[src/rtl/somador_serial_param.sv]
// Serial WIDTH-bit adder: A+B+cin, STEP bits per clock, with a start/busy/valid handshake.
// ACTIVE_LOW_INPUTS_EN: invert a, b and cin as they are latched.
module somador_serial_param #(
  parameter int WIDTH = 8,
  parameter int STEP  = 1
) (
  input  logic             clk,
  input  logic             rst,
  input  logic             start,
  input  logic [WIDTH-1:0] a,
  input  logic [WIDTH-1:0] b,
  input  logic             cin,
  output logic [WIDTH-1:0] s,
  output logic             cout,
  output logic             ovf,
  output logic             busy,
  output logic             valid
);

  localparam int N  = WIDTH / STEP;
  localparam int CW = (N > 1) ? $clog2(N) : 1;

  if (WIDTH < 2 || STEP < 1 || (WIDTH % STEP) != 0) begin : g_param_check
    $error("somador_serial_param: WIDTH must be >= 2 and a multiple of STEP");
  end

  typedef enum logic [1:0] {IDLE, ADD, DONE} state_t;

  state_t           state_q;
  logic [WIDTH-1:0] a_q, b_q, s_q, s_d;
  logic [CW-1:0]    cnt_q;
  logic             carry_q, cout_q, ovf_q, busy_q, valid_q;

  logic [WIDTH-1:0] a_in, b_in;
  logic             cin_in;

`ifdef ACTIVE_LOW_INPUTS_EN
  assign a_in   = ~a;
  assign b_in   = ~b;
  assign cin_in = ~cin;
`else
  assign a_in   = a;
  assign b_in   = b;
  assign cin_in = cin;
`endif

  logic [STEP-1:0] a_sl, b_sl, sum_sl;
  logic            c_sl, c_msb_in, last;

  // One STEP-bit full-adder slice; the slice index walks LSB to MSB.
  always_comb begin
    a_sl              = a_q[int'(cnt_q)*STEP +: STEP];
    b_sl              = b_q[int'(cnt_q)*STEP +: STEP];
    {c_sl, sum_sl}    = {1'b0, a_sl} + {1'b0, b_sl} + {{STEP{1'b0}}, carry_q};
    c_msb_in          = a_sl[STEP-1] ^ b_sl[STEP-1] ^ sum_sl[STEP-1];
    last              = (cnt_q == CW'(N-1));
    s_d               = s_q;
    s_d[int'(cnt_q)*STEP +: STEP] = sum_sl;
  end

  always_ff @(posedge clk) begin
    if (rst) begin
      state_q <= IDLE;
      a_q     <= '0;
      b_q     <= '0;
      s_q     <= '0;
      cnt_q   <= '0;
      carry_q <= 1'b0;
      cout_q  <= 1'b0;
      ovf_q   <= 1'b0;
      busy_q  <= 1'b0;
      valid_q <= 1'b0;
    end else begin
      case (state_q)
        IDLE, DONE: begin
          if (start) begin
            a_q     <= a_in;
            b_q     <= b_in;
            carry_q <= cin_in;
            cnt_q   <= '0;
            s_q     <= '0;
            cout_q  <= 1'b0;
            ovf_q   <= 1'b0;
            busy_q  <= 1'b1;
            valid_q <= 1'b0;
            state_q <= ADD;
          end
        end
        ADD: begin
          s_q     <= s_d;
          carry_q <= c_sl;
          if (last) begin
            // Overflow: carry into the MSB differs from carry out of it.
            cout_q  <= c_sl;
            ovf_q   <= c_msb_in ^ c_sl;
            busy_q  <= 1'b0;
            valid_q <= 1'b1;
            state_q <= DONE;
          end else begin
            cnt_q <= cnt_q + CW'(1);
          end
        end
        default: state_q <= IDLE;
      endcase
    end
  end

  assign s     = s_q;
  assign cout  = cout_q;
  assign ovf   = ovf_q;
  assign busy  = busy_q;
  assign valid = valid_q;

endmodule

[config.mk]
export PLATFORM = sky130hd
export DESIGN_NAME = somador_serial_param
export DESIGN_NICKNAME = d
export VERILOG_FILES = /design/src/rtl/somador_serial_param.sv
export SDC_FILE = /design/constraint.sdc
export NUM_CORES = 1
export LEC_CHECK = 0
export BUFFER_PORTS_ARGS = -buffer_cell sky130_fd_sc_hd__buf_2
export CAP_MARGIN = 20
export CORE_ASPECT_RATIO = 0.6
export CORE_MARGIN = 5
export CORE_UTILIZATION = 57
export CTS_CLUSTER_DIAMETER = 60
export DETAILED_ROUTE_END_ITERATION = 7
export PLACE_DENSITY = 0.78
export SETUP_SLACK_MARGIN = 0.05
export SLEW_MARGIN = 10
export SYNTH_ARGS = -nofsm -noshare
export SYNTH_HDL_FRONTEND = slang
export SYNTH_SLANG_ARGS = --single-unit
[constraint.sdc]
create_clock -name clk -period 7.6 [get_ports clk]
set_input_delay 0.76 -clock clk [delete_from_list [all_inputs] [get_ports clk]]
set_output_delay 0.76 -clock clk [all_outputs]
set_load 0.01 [all_outputs]
==> results.cfg, run 1 <==
[grt]
antenna_found_initial = 0
met3_usage = 0.0719
use_met2 = 0.269
grtUsageMet1 = 0.248
grt_pass1_vias = 1295
grt_pass1_wl_mm = 5.93
grt_max_degree = 35
grtUsageTotal = 0.185
busiest_layer = met2
grt_overflow = 0

[routing]
drtIter0Drc = 80
vias = 1345
finalWirelength_mm = 3.50
via_per_inst = 5.42
wire_per_inst_um = 14.1
drcViolationCount = 0
dr.pass1.iters = 4
ant_nets = 0

[pwr]
comb_power_share = 0.125
leakagePower_nw = 0.760
pwr-share-clk = 0.397
power.density_nw_per_um2 = 218
peakVddDrop_v = 0.000256
p_sw_w = 0.0000994
power_w = 0.000402
power_frac_seq = 0.478
internal_power_w = 0.000303
switching_share = 0.247

[hold_path]
hp-class = reg2reg

[yosys]
yosysTopAreaCell = dfxtp_1
yosys_warnings = 0
synth_area_um2 = 1590
synth_top_area_share = 0.429
synth-seq-cells = 34
ys_seq_area_frac = 0.429
postSynthCellCount = 187
ys_types = 29
synth_area_leaders = dfxtp_1 (43%), nand2_1 (12%), a21oi_1 (8.5%)
syn-mean-instance-area_um2 = 8.48
syn-num-nets = 213

[sta]
fin_crit_ns = 2.75
fin_skew_ns = 0.00477
fin_hold_ws_ns = 0.455
fin_crit_sh = 0.362
hold_viol = 0
setup_viol = 0
worst_slew_pin_slew_ns = 1.06
fin_setup_tns_ns = 0
max_freq_mhz = 364
maxSlewViolCount = 0
rsz0062_at_grt = no
slew-limit-headroom = 0.291
fin_ws_ns = 4.85

[clocking]
cts_buffer_depth = 2
cts-root-buf = clkbuf_8
htreeDepth = 2
cts.sinks = 34
cts.repair.resized = 0
insertion_delay_ns = 0.28
clk_transition_reported_paths_ns = 0.07
postCtsSetupBuffers = 0
cts_inserted_buffers = 5
cts_hold_buffers = 0
cts_tree = yes

[setup_path]
reg2reg_to = s[2]
reg2reg_depth = 5
crit_chain = mux4_2 > mux2i_4 > fa_1 > or4_1 > a21oi_1
cp_max_fo = 11
startpoint = cnt_q[0]
r2r_slack_ns = 4.85
worstSetupPathType = reg2reg
endpoint = s[2]
worstPathRequired_ns = 7.81
cp_slowest_cell = dfxtp_1
crit_path_max_incr_delay_ns = 0.60
start_kind = flip-flop
timing.rr.start = cnt_q[0]
arrival_ns = 2.96
critPathCaptureType = flip-flop

[run_status]
status = completed

[placed_design]
gp_congestion = 0.836
pre_cts_ws_ns = 4.85
port_buffers = 31
place_hpwl_mm = 2.54
place_inst = 240

[die]
dieArea_um2 = 3970
fp.dieH_um = 50.9
start_util = 0.616
io_pins = 32
die_width_um = 78.1
rows = 14
core_region_area_um2 = 2570

[final_layout]
final_cells = 248
diodes = 0
nets = 241
n_fill_cell = 199
areaGrowthSynthToFinish_pct = 16.6
layout-drive-gt1-share = 0.213

[flow_run]
max_cap_viol_count = 0
power by group through the flow:
stage / clock (W) / combinational [W] / sequential, W
global placement: 0 / 0.0000470 / 0.000196
CTS: 0.000163 / 0.0000501 / 0.000192
floorplan: 0 / 0.0000380 / 0.000193
global route: 0.000173 / 0.0000558 / 0.000193
finish: 0.000160 / 0.0000503 / 0.000192
detailed placement: 0 / 0.0000497 / 0.000196
per-stage QoR:
| stage | instance area, um2 | utilization |
|---|---|---|
| floorplan | 1590 | - |
| global placement | 1740 | 0.676 |
| detailed placement | 1740 | 0.676 |
| CTS | 1850 | 0.718 |
| global route | 1850 | 0.718 |
| finish | 1850 | 0.718 |
layout by cell type, fill, tap and decap left out, drive strengths merged:
cell / netlist / final
mux2i: 3 / 3
ha: 5 / 5
nand4b: 2 / 2
xnor2: 2 / 2
a21oi: 27 / 27
o21ai: 1 / 1
and4bb: 1 / 1
clkbuf: 10 / 5
nor2b: 3 / 3
o21a: 1 / 1
mux2: 6 / 6
nand4: 1 / 1
or4: 1 / 1
inv: 5 / 5
dfxtp: 34 / 34
fa: 1 / 1
nand2: 51 / 51
nor3: 2 / 2
nand2b: 3 / 3
nor2: 14 / 14
nor3b: 1 / 1
nand3: 5 / 5
and2: 1 / 1
clkinv: 0 / 2
and2b: 1 / 1
bufinv: 0 / 1
o311ai: 1 / 1
mux4: 4 / 4
buf: 1 / 32
worst min-delay path by stage:
stage / to / start / depth (start not counted)
final: valid / valid / 2
after global routing: valid / valid / 2
after CTS: valid / valid / 2
after detailed placement: valid / valid / 2
after global placement: valid / valid / 2
after floorplan: a_q[2] / a_q[2] / 2
state kept, by name (all words and copies together), names as in the netlist:
signal,flops
a_q,8
carry_q,1
b_q,8
cout,1
cnt_q,3
busy,1
ovf,1
s,8
state_q,2
valid,1
synthesized netlist by cell type (all sizes together):
library cell / instances
a21oi: 27
and2: 1
and2b: 1
and4bb: 1
buf: 1
clkbuf: 10
dfxtp: 34
fa: 1
ha: 5
inv: 5
mux2: 6
mux2i: 3
mux4: 4
nand2: 51
nand2b: 3
nand3: 5
nand4: 1
nand4b: 2
nor2: 14
nor2b: 3
nor3: 2
nor3b: 1
o21a: 1
o21ai: 1
o311ai: 1
or4: 1
xnor2: 2
final cells by class:
class / count / area, um2 / share of cell area
sequential: 34 / 681 / 0.368
timing repair buffer: 32 / 163 / 0.0880
clock buffer: 5 / 68.8 / 0.0372
inverter: 5 / 18.8 / 0.0101
tap: 32 / 40.0 / 0.0217
multi-input combinational: 137 / 838 / 0.453
clock inverter: 3 / 40.0 / 0.0217
metal layers:
| layer | up-vias | share of wire |
|---|---|---|
| met5 | - | 0 |
| met4 | 0 | 0.0097 |
| met3 | 7 | 0.068 |
| met2 | 41 | 0.43 |
| met1 | 622 | 0.50 |
| li1 | 675 | - |
cells by family (layout without fill, tap and decap cells):
group           count (synthesis)  after routing  synth area share
simple gates                   86             86             0.241
flops                          34             34             0.429
compound gates                 30             30            0.0986
buf+inv                        16             45            0.0426
mux                            13             13             0.126
fa+ha+maj                       6              6            0.0521
xor+xnor                        2              2            0.0110
critical path, delay by kind of cell, from the launching register on:
| kind | cells | cell delay [ns] |
|---|---|---|
| AND/OR/NAND/NOR | 1 | 0.57 |
| AO/OA/AOI/OAI | 1 | 0.13 |
| flip-flops | 1 | 0.60 |
| adder cells (fa/ha/maj) | 1 | 0.56 |
| multiplexers | 2 | 0.82 |
Note: power is estimated with default switching activity, not from simulation.
==> run 2: changes to the inputs <==
--- a/config.mk
+++ b/config.mk
@@ -5,14 +5,15 @@
 export SDC_FILE = /design/constraint.sdc
 export NUM_CORES = 1
 export LEC_CHECK = 0
+export ABC_AREA = 1
 export BUFFER_PORTS_ARGS = -buffer_cell sky130_fd_sc_hd__buf_2
 export CAP_MARGIN = 20
 export CORE_ASPECT_RATIO = 0.6
 export CORE_MARGIN = 5
-export CORE_UTILIZATION = 57
+export CORE_UTILIZATION = 54
 export CTS_CLUSTER_DIAMETER = 60
 export DETAILED_ROUTE_END_ITERATION = 7
-export PLACE_DENSITY = 0.78
+export PLACE_DENSITY = 0.74
 export SETUP_SLACK_MARGIN = 0.05
 export SLEW_MARGIN = 10
 export SYNTH_ARGS = -nofsm -noshare
==> constraint.sdc (replaced) <==
create_clock -name clk -period 2.79 [get_ports clk]
set_input_delay 0.279 -clock clk [delete_from_list [all_inputs] [get_ports clk]]
set_output_delay 0.279 -clock clk [all_outputs]
set_load 0.01 [all_outputs]
==> results.cfg, run 2 <==
[run_status]
status = completed

[grt]
antenna_found_initial = 0
grtUsageTotal = 0.185
grt_overflow = 0
grt_pass1_wl_mm = 6.51
grt_pass1_vias = 1436
grt_max_degree = 34

[sta]
fin_skew_ns = 0.00236
slew-limit-headroom = 0.632
max_freq_mhz = 415
maxSlewViolCount = 0
fin_setup_tns_ns = 0
hold_viol = 0
setup_viol = 0
rsz0062_at_grt = no
worst_slew_pin_slew_ns = 0.551
fin_crit_ns = 2.41
fin_crit_sh = 0.864

[setup_path]
crit_chain = inv_4 > a21oi_1 > a22oi_1 > o211ai_1 > fa_1 > inv_1 > nand3_1 > nor3_2 > nand3_1 > a21oi_1
reg2reg_to = s[2]
reg2reg_depth = 10
critPathCaptureType = flip-flop
cp_slowest_cell = dfxtp_1
worstPathRequired_ns = 3.01
path_delay_family = compound AO/OA/AOI/OAI gates
r2r_slack_ns = 0.38
worstSetupPathType = reg2reg
cp_num_buf_inv = 2
startpoint = cnt_q[0]
start_kind = flip-flop
arrival_ns = 2.63
cp_max_fo = 17
timing.rr.start = cnt_q[0]
crit_path_max_incr_delay_ns = 0.59

[yosys]
ys.flop_type = dfxtp_1
async_reset_ff_frac = 0
ys_seq_area_frac = 0.396
syn-mean-instance-area_um2 = 7.38
syn-num-nets = 259
yosysTopAreaCell = dfxtp_1
synth-seq-cells = 34
synth_edf_count = 0
postSynthCellCount = 233
synth_top_area_share = 0.396
synth_area_leaders = dfxtp_1 (40%), nand2_1 (7.0%), nor2_1 (6.8%)
yosysMostFrequentCell = dfxtp_1
synth_area_um2 = 1720
ys_types = 32
synth_commonest_cells = dfxtp_1 (34), nand2_1 (32), nor2_1 (31)
yosys_warnings = 0

[final_layout]
final_cell_mix = dfxtp_1 (34), nand2_1 (32), nor2_1 (31), buf_2 (31)
areaGrowthSynthToFinish_pct = 14.9
diodes = 0
layout-drive-gt1-share = 0.223
multi_input_area_um2 = 881
final_common_cell = dfxtp_1
n_fill_cell = 280
nets = 289
area.sequential_um2 = 681

[hold_path]
worstHoldStart = b[0]
hp-class = in2reg
whs_path_depth = 3
worstHoldEndpoint = b_q[0]

[clocking]
cts_buffer_depth = 2
htreeDepth = 2
cts_tree = yes
cts_hold_buffers = 0
clk_transition_reported_paths_ns = 0.06
insertion_delay_ns = 0.28
postCtsSetupBuffers = 0
cts.sinks = 34
cts.repair.resized = 0
cts-root-buf = clkbuf_8
cts_inserted_buffers = 5

[routing]
dr.pass1.iters = 4
wire_per_inst_um = 12.4
ant_nets = 0
finalWirelength_mm = 3.78
via_per_inst = 5.22
drtIter0Drc = 100
drcViolationCount = 0
vias = 1597

[flow_run]
max_cap_viol_count = 0

[placed_design]
port_buffers = 31
gp_congestion = 0.902
place_hpwl_mm = 2.74

[die]
rows = 15
fp.dieH_um = 53.7
die_width_um = 82.8
start_util = 0.580
io_pins = 32
dieArea_um2 = 4450
core_region_area_um2 = 2970

[pwr]
power.density_nw_per_um2 = 561
power_w = 0.00111
leakagePower_nw = 0.878
peakVddDrop_v = 0.000445
==> run 2: cell count changes after synthesis, sizes merged, moves of 4 or more <==
cell	before	now
mux4	4	0
inv	5	28
clkbuf	10	3
o21ai	1	20
nand2	51	34
nor3	2	6
mux2	6	0
buf	1	6
nor2	14	34
nand3	5	25
==> run 2: worst max path at each step <==
stage | to | slack, ns | depth (start not counted)
after floorplan | s[2] | 0.79 | 11
after global placement | s[2] | 0.47 | 11
after detailed placement | s[2] | 0.41 | 10
after CTS | s[2] | 0.39 | 10
after global routing | s[1] | 0.19 | 9
final | s[2] | 0.38 | 10
==> run 2: cell families after synthesis <==
group           Yosys count  synth area share
flops                    34             0.396
buf+inv                  37            0.0917
xor+xnor                  1           0.00510
compound gates           51             0.161
simple gates            104             0.298
fa+ha+maj                 6            0.0480
==> run 2: power breakdown <==
part	total (W)	internal (W)	switching, W	leakage (nW)
registers	0.000531	0.000513	0.0000176	0.279
logic	0.000210	0.0000734	0.000136	0.550
clock network	0.000367	0.000199	0.000168	0.0482
==> run 2: layout make-up <==
type                            instances  area share
Sequential cell                        34       0.345
Multi-Input combinational cell        162       0.446
Inverter                               28      0.0545
Clock buffer                            7      0.0437
Timing Repair Buffer                   32      0.0823
Tap cell                               42      0.0266
Clock inverter                          1     0.00253
==> run 2: worst register-to-register path, cell delays in order (launching register included) <==
cell and delay (ns):
dfxtp_1 0.59, inv_4 0.18, a21oi_1 0.17, a22oi_1 0.08, o211ai_1 0.21, fa_1 0.50
inv_1 0.10, nand3_1 0.09, nor3_2 0.16, nand3_1 0.12, a21oi_1 0.15
==> run 2: per-layer routing <==
metal	vias to the layer above	routed length [um]	track usage
li1	826	-	-
met1	721	1990	0.246
met2	42	1440	0.278
met3	8	289	0.0657
met4	0	53	0.0734
met5	-	0	0
==> run 2: per-stage QoR <==
step | worst slack [ns] | area, um2 | hold slack (ns) | instances | util
global placement | 0.468 | 1880 | 0.446 | 298 | 0.635
floorplan | 0.794 | 1720 | 0.414 | 233 | -
detailed placement | 0.412 | 1880 | 0.452 | 298 | 0.635
CTS | 0.393 | 1980 | 0.210 | 306 | 0.666
finish | 0.380 | 1980 | 0.211 | 306 | 0.666
global route | 0.189 | 1980 | 0.204 | 306 | 0.666
